## config.mk

```make
export PLATFORM = sky130hd
export DESIGN_NAME = mux_scan_ctrl
export DESIGN_NICKNAME = d
export VERILOG_FILES = /design/src/rtl/mux_scan_ctrl.sv
export SDC_FILE = /design/constraint.sdc
export NUM_CORES = 1
export LEC_CHECK = 0
export BUFFER_PORTS_ARGS = -buffer_cell sky130_fd_sc_hd__buf_2
export CORE_MARGIN = 2
export CORE_UTILIZATION = 50
export CTS_CLUSTER_SIZE = 8
export DETAILED_ROUTE_END_ITERATION = 12
export MAX_ROUTING_LAYER = met4
export PLACE_DENSITY = 0.77
export SYNTH_ARGS = -nofsm -noshare
export SYNTH_HDL_FRONTEND = slang
export SYNTH_SLANG_ARGS = --single-unit
```

## constraint.sdc

```tcl
create_clock -name clk -period 4.5 [get_ports clk]
set_clock_uncertainty 0.05 [all_clocks]
set_input_delay 0.45 -clock clk [delete_from_list [all_inputs] [get_ports clk]]
set_output_delay 0.45 -clock clk [all_outputs]
set_load 0.01 [all_outputs]
```

## src/rtl/mux_scan_ctrl.sv

```systemverilog
// Scan controller for mux8to1: latches a word, walks the select 0..7, samples y into captured.
// Define MUX_SCAN_CHECK_EN to build the per-bit comparison (err_mask/err); otherwise they read 0.
module mux_scan_ctrl #(
    parameter int unsigned SETTLE = 1
) (
    input  logic       clk,
    input  logic       rst_n,
    input  logic       start,
    input  logic [7:0] data_in,
    output logic [7:0] d,
    output logic [2:0] s,
    input  logic       y,
    output logic       busy,
    output logic       done,
    output logic [7:0] captured,
    output logic [7:0] err_mask,
    output logic       err
);

    typedef enum logic [1:0] {IDLE, WAIT, CAPTURE, FINISH} state_t;

    localparam logic [3:0] CNT_INIT = 4'(SETTLE - 1);

    state_t     state_q, state_d;
    logic [7:0] dat_q, dat_d;
    logic [2:0] sel_q, sel_d;
    logic [3:0] cnt_q, cnt_d;
    logic [7:0] cap_q, cap_d;
`ifdef MUX_SCAN_CHECK_EN
    logic [7:0] mask_q, mask_d;
    logic       err_q, err_d;
`endif

    always_ff @(posedge clk or negedge rst_n) begin
        if (!rst_n) begin
            state_q <= IDLE;
            dat_q   <= '0;
            sel_q   <= '0;
            cnt_q   <= '0;
            cap_q   <= '0;
`ifdef MUX_SCAN_CHECK_EN
            mask_q  <= '0;
            err_q   <= 1'b0;
`endif
        end else begin
            state_q <= state_d;
            dat_q   <= dat_d;
            sel_q   <= sel_d;
            cnt_q   <= cnt_d;
            cap_q   <= cap_d;
`ifdef MUX_SCAN_CHECK_EN
            mask_q  <= mask_d;
            err_q   <= err_d;
`endif
        end
    end

    always_comb begin
        state_d = state_q;
        dat_d   = dat_q;
        sel_d   = sel_q;
        cnt_d   = cnt_q;
        cap_d   = cap_q;
`ifdef MUX_SCAN_CHECK_EN
        mask_d  = mask_q;
        err_d   = err_q;
`endif
        case (state_q)
            IDLE: begin
                if (start) begin
                    state_d = WAIT;
                    dat_d   = data_in;
                    sel_d   = '0;
                    cnt_d   = CNT_INIT;
                    cap_d   = '0;
`ifdef MUX_SCAN_CHECK_EN
                    mask_d  = '0;
                    err_d   = 1'b0;
`endif
                end
            end
            WAIT: begin
                if (cnt_q == '0) state_d = CAPTURE;
                else             cnt_d   = cnt_q - 4'd1;
            end
            CAPTURE: begin
                // y has had SETTLE full cycles on this select value
                cap_d[sel_q] = y;
`ifdef MUX_SCAN_CHECK_EN
                mask_d[sel_q] = y ^ dat_q[sel_q];
`endif
                if (sel_q == 3'd7) begin
                    state_d = FINISH;
                end else begin
                    sel_d   = sel_q + 3'd1;
                    cnt_d   = CNT_INIT;
                    state_d = WAIT;
                end
            end
            FINISH: begin
`ifdef MUX_SCAN_CHECK_EN
                err_d = |mask_q;
`endif
                state_d = IDLE;
            end
            default: state_d = IDLE;
        endcase
    end

    assign d        = dat_q;
    assign s        = sel_q;
    assign busy     = (state_q == WAIT) || (state_q == CAPTURE);
    assign done     = (state_q == FINISH);
    assign captured = cap_q;
`ifdef MUX_SCAN_CHECK_EN
    assign err_mask = mask_q;
    assign err      = err_q;
`else
    assign err_mask = '0;
    assign err      = 1'b0;
`endif

endmodule

```

==> results.json, run 1 <==
{
  "cp-start-kind": "flop",
  "cts_buffer_depth": 2,
  "hp-class": "in -> async",
  "p_comb_share_pct": 45.7,
  "wl_per_cell_um": 14.0,
  "post_cts_buffers": 0,
  "synth_edf_count": 0,
  "gp_congestion": 0.814,
  "clkSlewWorstSetupHoldPaths_ns": 0.14,
  "cts_tree": "yes",
  "place_hpwl_mm": 2.17,
  "rr_worst_depth": 5,
  "synthCells": 147,
  "slew_headroom_pct": 47.1,
  "numCtsBuffers": 3,
  "critical_path.most_common_cell": "ha_1",
  "ctsHoldBuffers": 0,
  "setup_violations": 0,
  "core_area_sq_um": 2780,
  "wl_mm": 2.87,
  "placedInstanceArea_sq_um": 1610,
  "vdd_ir_drop_max_v": 0.000292,
  "grt_max_degree": 26,
  "end_kind": "flop",
  "reg2reg_setup_slack_ns": 2.20,
  "synth_cell_types": 42,
  "drc": 0,
  "critPathSlowestCell": "dfrtp_1",
  "rr_startpoint": "s[0]$_DFFE_PN0P_",
  "cts_resized": 0,
  "path_cells": "ha_1, ha_1, and2_0, or3_4, o41ai_2",
  "nets": 196,
  "setup_tns_ns": 0,
  "yosysSeqAreaShare_pct": 42.2,
  "p_leak_nw": 0.810,
  "layout-drive-gt1-share_pct": 28.2,
  "synth_area_per_cell_sq_um": 10.1,
  "setup_slack_ns": 2.20,
  "timing.final.crit_share_pct": 51.1,
  "rsz0062_at_grt": "no",
  "endpoint": "cnt_q[2]$_DFFE_PN0P_",
  "max_freq_mhz": 435,
  "clkLatencyLatePin_ns": 0.32,
  "synth_area_sq_um": 1480,
  "worstPathMaxFanout": 19,
  "final_max_slew_viol_count": 0,
  "crit_required_ns": 4.68,
  "port_buffers": 32,
  "die_height_um": 58.5,
  "htree_levels": 1,
  "rows": 19,
  "seq_area_sq_um": 626,
  "critPathBufInv": 0,
  "worstSetupPathType": "reg -> reg",
  "cap_viol_max_count": 0,
  "p_clk_share_pct": 12.3,
  "viasPerCell": 5.64,
  "die_area_sq_um": 3420,
  "yosysWarnings": 0,
  "die_w_um": 58.5,
  "fin_total_pwr_w": 0.000841,
  "fillerInstances": 257,
  "slowest_delay_ns": 0.60,
  "grt-ovfl-total": 0,
  "multi_input_area_sq_um": 728,
  "drt_iter0_drc": 45,
  "pre_cts_ws_ns": 2.27,
  "cp-startpoint": "s[0]$_DFFE_PN0P_",
  "intPower_w": 0.000496,
  "hold_viol": 0,
  "grt_first_pass_wirelength_mm": 4.62,
  "areaGrowthSynthToFinish_pct": 10.3,
  "grt.total_usage_pct": 18.2,
  "fin_area_sq_um": 1640,
  "io_pins": 42,
  "path_depth": 5,
  "final_cell_mix": "buf_2, dfrtp_1, inv_1",
  "power_density_nw_per_um2": 515,
  "diodes": 0,
  "reg2reg_to": "cnt_q[2]$_DFFE_PN0P_",
  "async_flop_share_pct": 100,
  "critical-path-top-delay-family": "simple AND/OR/NAND/NOR gates",
  "ctsRootBufferMaster": "clkbuf_4",
  "vias": 1157,
  "synthFlopType": "dfrtp_1",
  "firstDrtPassIters": 4,
  "grt_pass1_vias": 1078,
  "drtAntennaViolNets": 0,
  "status": "finished, final reports clean",
  "worst_pin_slew_ns": 0.772,
  "p_sw_share_pct": 41.1,
  "final_common_cell": "buf_2",
  "synth_seq_cells": 25,
  "finalCriticalPeriod_ns": 2.30,
  "arrival_ns": 2.48,
  "switchingPower_w": 0.000345,
  "clock_sinks": 25,
  "antenna_found_initial": 0,
  "initial_utilization_pct": 53.3,
  "seqPwrFrac_pct": 42.0
}
## layout make-up
cell class	count	share of cell area, %
well taps	31	2.37
multi-input cells	99	44.5
inverters	14	3.21
repair buffers	32	9.79
clock buffers	3	1.38
clock inverters	1	0.459
flip-flops and latches	25	38.3
## worst min-delay path by stage
stage | from | endpoint | slack [ns]
after floorplan | rst_n | captured[0]$_DFFE_PN0P_ | 0.10
after global placement | rst_n | captured[2]$_DFFE_PN0P_ | 0.41
after detailed placement | rst_n | captured[2]$_DFFE_PN0P_ | 0.43
after CTS | rst_n | captured[2]$_DFFE_PN0P_ | 0.05
after global routing | rst_n | captured[2]$_DFFE_PN0P_ | 0.07
final | rst_n | captured[1]$_DFFE_PN0P_ | 0.04
## stage by stage
stage,hold slack [ns],std cells,utilization (%)
after CTS,0.0546,205,58.8
after floorplan,0.104,155,-
final,0.0352,205,58.8
after global placement,0.410,201,57.7
after global routing,0.0666,205,58.8
after detailed placement,0.426,201,57.7
## sequential cells by signal, indices dropped and copies added, names as in the netlist
register / cells
captured: 8
cnt_q: 4
d: 8
s: 3
state_q: 2
## Yosys cell counts (2+ instances only)
cell | instances | area (sq um)
ha_1 | 9 | 113
buf_4 | 9 | 67.6
a21o_1 | 2 | 15.0
o21ai_0 | 4 | 20.0
nand2b_1 | 3 | 18.8
inv_1 | 14 | 52.6
o31ai_1 | 4 | 30.0
mux2_2 | 8 | 90.1
or3b_2 | 3 | 26.3
a21oi_1 | 9 | 45.0
nand3_1 | 4 | 20.0
nand3b_1 | 4 | 30.0
clkbuf_1 | 5 | 18.8
nand2_1 | 6 | 22.5
o211ai_1 | 2 | 15.0
dfrtp_1 | 25 | 626
o22ai_1 | 7 | 43.8
nor2b_1 | 2 | 12.5
mux2i_1 | 2 | 20.0
o31a_1 | 2 | 17.5
o41ai_1 | 2 | 17.5
## per-layer routing
metal	share of wire [%]	vias to the layer above	wire, um	global-route usage, %
met2	51	31	1460	32.3
met1	44	562	1270	21.1
met4	0.52	0	15	5.32
li1	-	562	-	-
met3	4.2	2	120	2.86
met5	0	-	0	-
## kinds of logic after synthesis
kind of cell	synth area share, %
compound gates	17.5
simple gates	14.3
buf+inv	10.7
flops	42.2
mux	7.43
fa+ha+maj	7.60
other cells	0.253
## worst register-to-register path: cells and delay by family (launching register included)
| family | cells | cell delay (ns) |
|---|---|---|
| simple gates | 2 | 0.73 |
| fa+ha+maj | 2 | 0.55 |
| flops | 1 | 0.60 |
| compound gates | 1 | 0.28 |
## power by group through the flow
stage / Clock, W / Combinational, W / Sequential (W)
detailed placement: 0 / 0.000387 / 0.000358
finish: 0.000103 / 0.000385 / 0.000353
global placement: 0 / 0.000374 / 0.000349
CTS: 0.000108 / 0.000389 / 0.000353
floorplan: 0 / 0.000269 / 0.000362
global route: 0.000116 / 0.000420 / 0.000366
Power figures use the tool's default switching activity.
==> run 2: changes to the inputs <==
--- a/config.mk
+++ b/config.mk
@@ -7,11 +7,11 @@
 export LEC_CHECK = 0
 export BUFFER_PORTS_ARGS = -buffer_cell sky130_fd_sc_hd__buf_2
 export CORE_MARGIN = 2
-export CORE_UTILIZATION = 50
+export CORE_UTILIZATION = 46
 export CTS_CLUSTER_SIZE = 8
 export DETAILED_ROUTE_END_ITERATION = 12
 export MAX_ROUTING_LAYER = met4
-export PLACE_DENSITY = 0.77
+export PLACE_DENSITY = 0.75
 export SYNTH_ARGS = -nofsm -noshare
 export SYNTH_HDL_FRONTEND = slang
 export SYNTH_SLANG_ARGS = --single-unit
==> constraint.sdc (replaced) <==
create_clock -name clk -period 2.05 [get_ports clk]
set_clock_uncertainty 0.05 [all_clocks]
set_input_delay 0.205 -clock clk [delete_from_list [all_inputs] [get_ports clk]]
set_output_delay 0.205 -clock clk [all_outputs]
set_load 0.01 [all_outputs]
==> results.json, run 2 (synthesized netlist as in run 1, its figures left out) <==
{
  "numCtsBuffers": 3,
  "core_area_sq_um": 3050,
  "reg2reg_setup_slack_ns": 0.04,
  "cts_buffer_depth": 2,
  "grt-ovfl-total": 0,
  "endpoint": "cnt_q[2]$_DFFE_PN0P_",
  "dp_cells": 219,
  "clkSlewWorstSetupHoldPaths_ns": 0.14,
  "drt-met1-wl_mm": 1.30,
  "setup_violations": 0,
  "grt_pass1_vias": 1106,
  "rsz0062_at_grt": "yes",
  "cp-startpoint": "s[0]$_DFFE_PN0P_",
  "grt_first_pass_wirelength_mm": 4.82,
  "drt_iter0_drc": 50,
  "crit_required_ns": 2.21,
  "worst_pin_slew_ns": 0.560,
  "wl_met3_um": 138,
  "cp-start-kind": "flop",
  "viasPerCell": 5.29,
  "grt.total_usage_pct": 17.5,
  "fillerInstances": 290,
  "fin_total_pwr_w": 0.00191,
  "cap_viol_max_count": 0,
  "die_area_sq_um": 3690,
  "post_cts_buffers": 0,
  "p_leak_nw": 0.842,
  "worstPathMaxFanout": 7,
  "final_max_slew_viol_count": 0,
  "gp_congestion": 0.799,
  "layout-drive-gt1-share_pct": 31.1,
  "antenna_found_initial": 0,
  "power_density_nw_per_um2": 1120,
  "diodes": 0,
  "slew_headroom_pct": 62.7,
  "die_height_um": 60.8,
  "finalCriticalPeriod_ns": 2.01,
  "timing.final.crit_share_pct": 98.1,
  "clock_sinks": 25,
  "reg2reg_to": "cnt_q[2]$_DFFE_PN0P_",
  "drc": 0,
  "io_pins": 42,
  "place_hpwl_mm": 2.19,
  "clkLatencyLatePin_ns": 0.33,
  "htree_levels": 1,
  "nets": 202,
  "finalNonFillerCells": 224,
  "port_buffers": 32,
  "wl_mm": 2.93,
  "areaGrowthSynthToFinish_pct": 14.9,
  "drtAntennaViolNets": 0,
  "end_kind": "flop",
  "rr_worst_depth": 5,
  "worstSetupPathType": "reg -> reg",
  "vdd_ir_drop_max_v": 0.000571,
  "status": "finished, final reports clean",
  "rr_startpoint": "s[0]$_DFFE_PN0P_",
  "max_freq_mhz": 497,
  "holdWs_ns": 0.0587,
  "multi_input_area_sq_um": 732,
  "wl_met2_mm": 1.45,
  "firstDrtPassIters": 6,
  "final_common_cell": "buf_2",
  "final_cell_mix": "buf_2, dfrtp_1, inv_1",
  "seq_area_sq_um": 626,
  "die_w_um": 60.8,
  "cts_tree": "yes",
  "initial_utilization_pct": 48.6,
  "grt_max_degree": 26,
  "rows": 20,
  "vias": 1184,
  "hp-class": "in -> reg",
  "hold_depth": 2,
  "arrival_ns": 2.17,
  "wl_per_cell_um": 13.1,
  "ctsRootBufferMaster": "clkbuf_4",
  "highest_layer": "met4",
  "worstHoldStart": "data_in[5]",
  "hold_viol": 0
}
run 2: power by group:
group / leakage, nW / internal (W) / total, W / switching [W]
clock network: 0.0139 / 0.0000746 / 0.000227 / 0.000152
logic: 0.502 / 0.000432 / 0.000972 / 0.000540
registers: 0.326 / 0.000631 / 0.000710 / 0.0000790
run 2: how the worst min path moves through the flow:
stage | endpoint | slack [ns]
floorplan | captured[0]$_DFFE_PN0P_ | -0.14
global placement | captured[2]$_DFFE_PN0P_ | 0.16
detailed placement | captured[2]$_DFFE_PN0P_ | 0.18
CTS | d[6]$_DFFE_PN0P_ | 0.05
global route | d[5]$_DFFE_PN0P_ | 0.04
finish | d[5]$_DFFE_PN0P_ | 0.06
run 2: metrics by stage:
step / instance area (sq um) / util, % / setup TNS [ns] / setup slack [ns]
2_1_floorplan: 1510 / - / 0 / 0.0782
3_3_place_gp: 1660 / 54.3 / 0 / 0.175
3_5_place_dp: 1660 / 54.3 / 0 / 0.0725
4_1_cts: 1700 / 55.7 / 0 / 0.0398
5_1_grt: 1700 / 55.8 / -0.0497 / -0.0497
6_report: 1700 / 55.8 / 0 / 0.0382
run 2: worst max-delay path: stages, from the launching register on:
cell	delay [ns]
dfrtp_1	0.41
ha_1	0.20
ha_1	0.24
and2_2	0.26
or3_4	0.40
o41ai_2	0.34
run 2: area by class of cell:
cell class | instances | share of cell area (%)
Clock buffer | 3 | 1.32
Inverter | 14 | 3.09
Sequential cell | 25 | 36.7
Clock inverter | 1 | 0.441
Timing Repair Buffer | 38 | 12.2
Tap cell | 44 | 3.23
Multi-Input combinational cell | 99 | 43.0
run 2: timing repair:
action,4_1_cts,5_1_grt
hold endpoints to repair,25,0
resized for setup,0,3
setup endpoints to repair,0,4
hold buffers,1,0
run 2: routing by layer:
metal  global-route usage, %  vias up
met3                    2.56        6
li1                        -      577
met1                    23.6      563
met5                       -        -
met4                    4.97        0
met2                    27.5       38
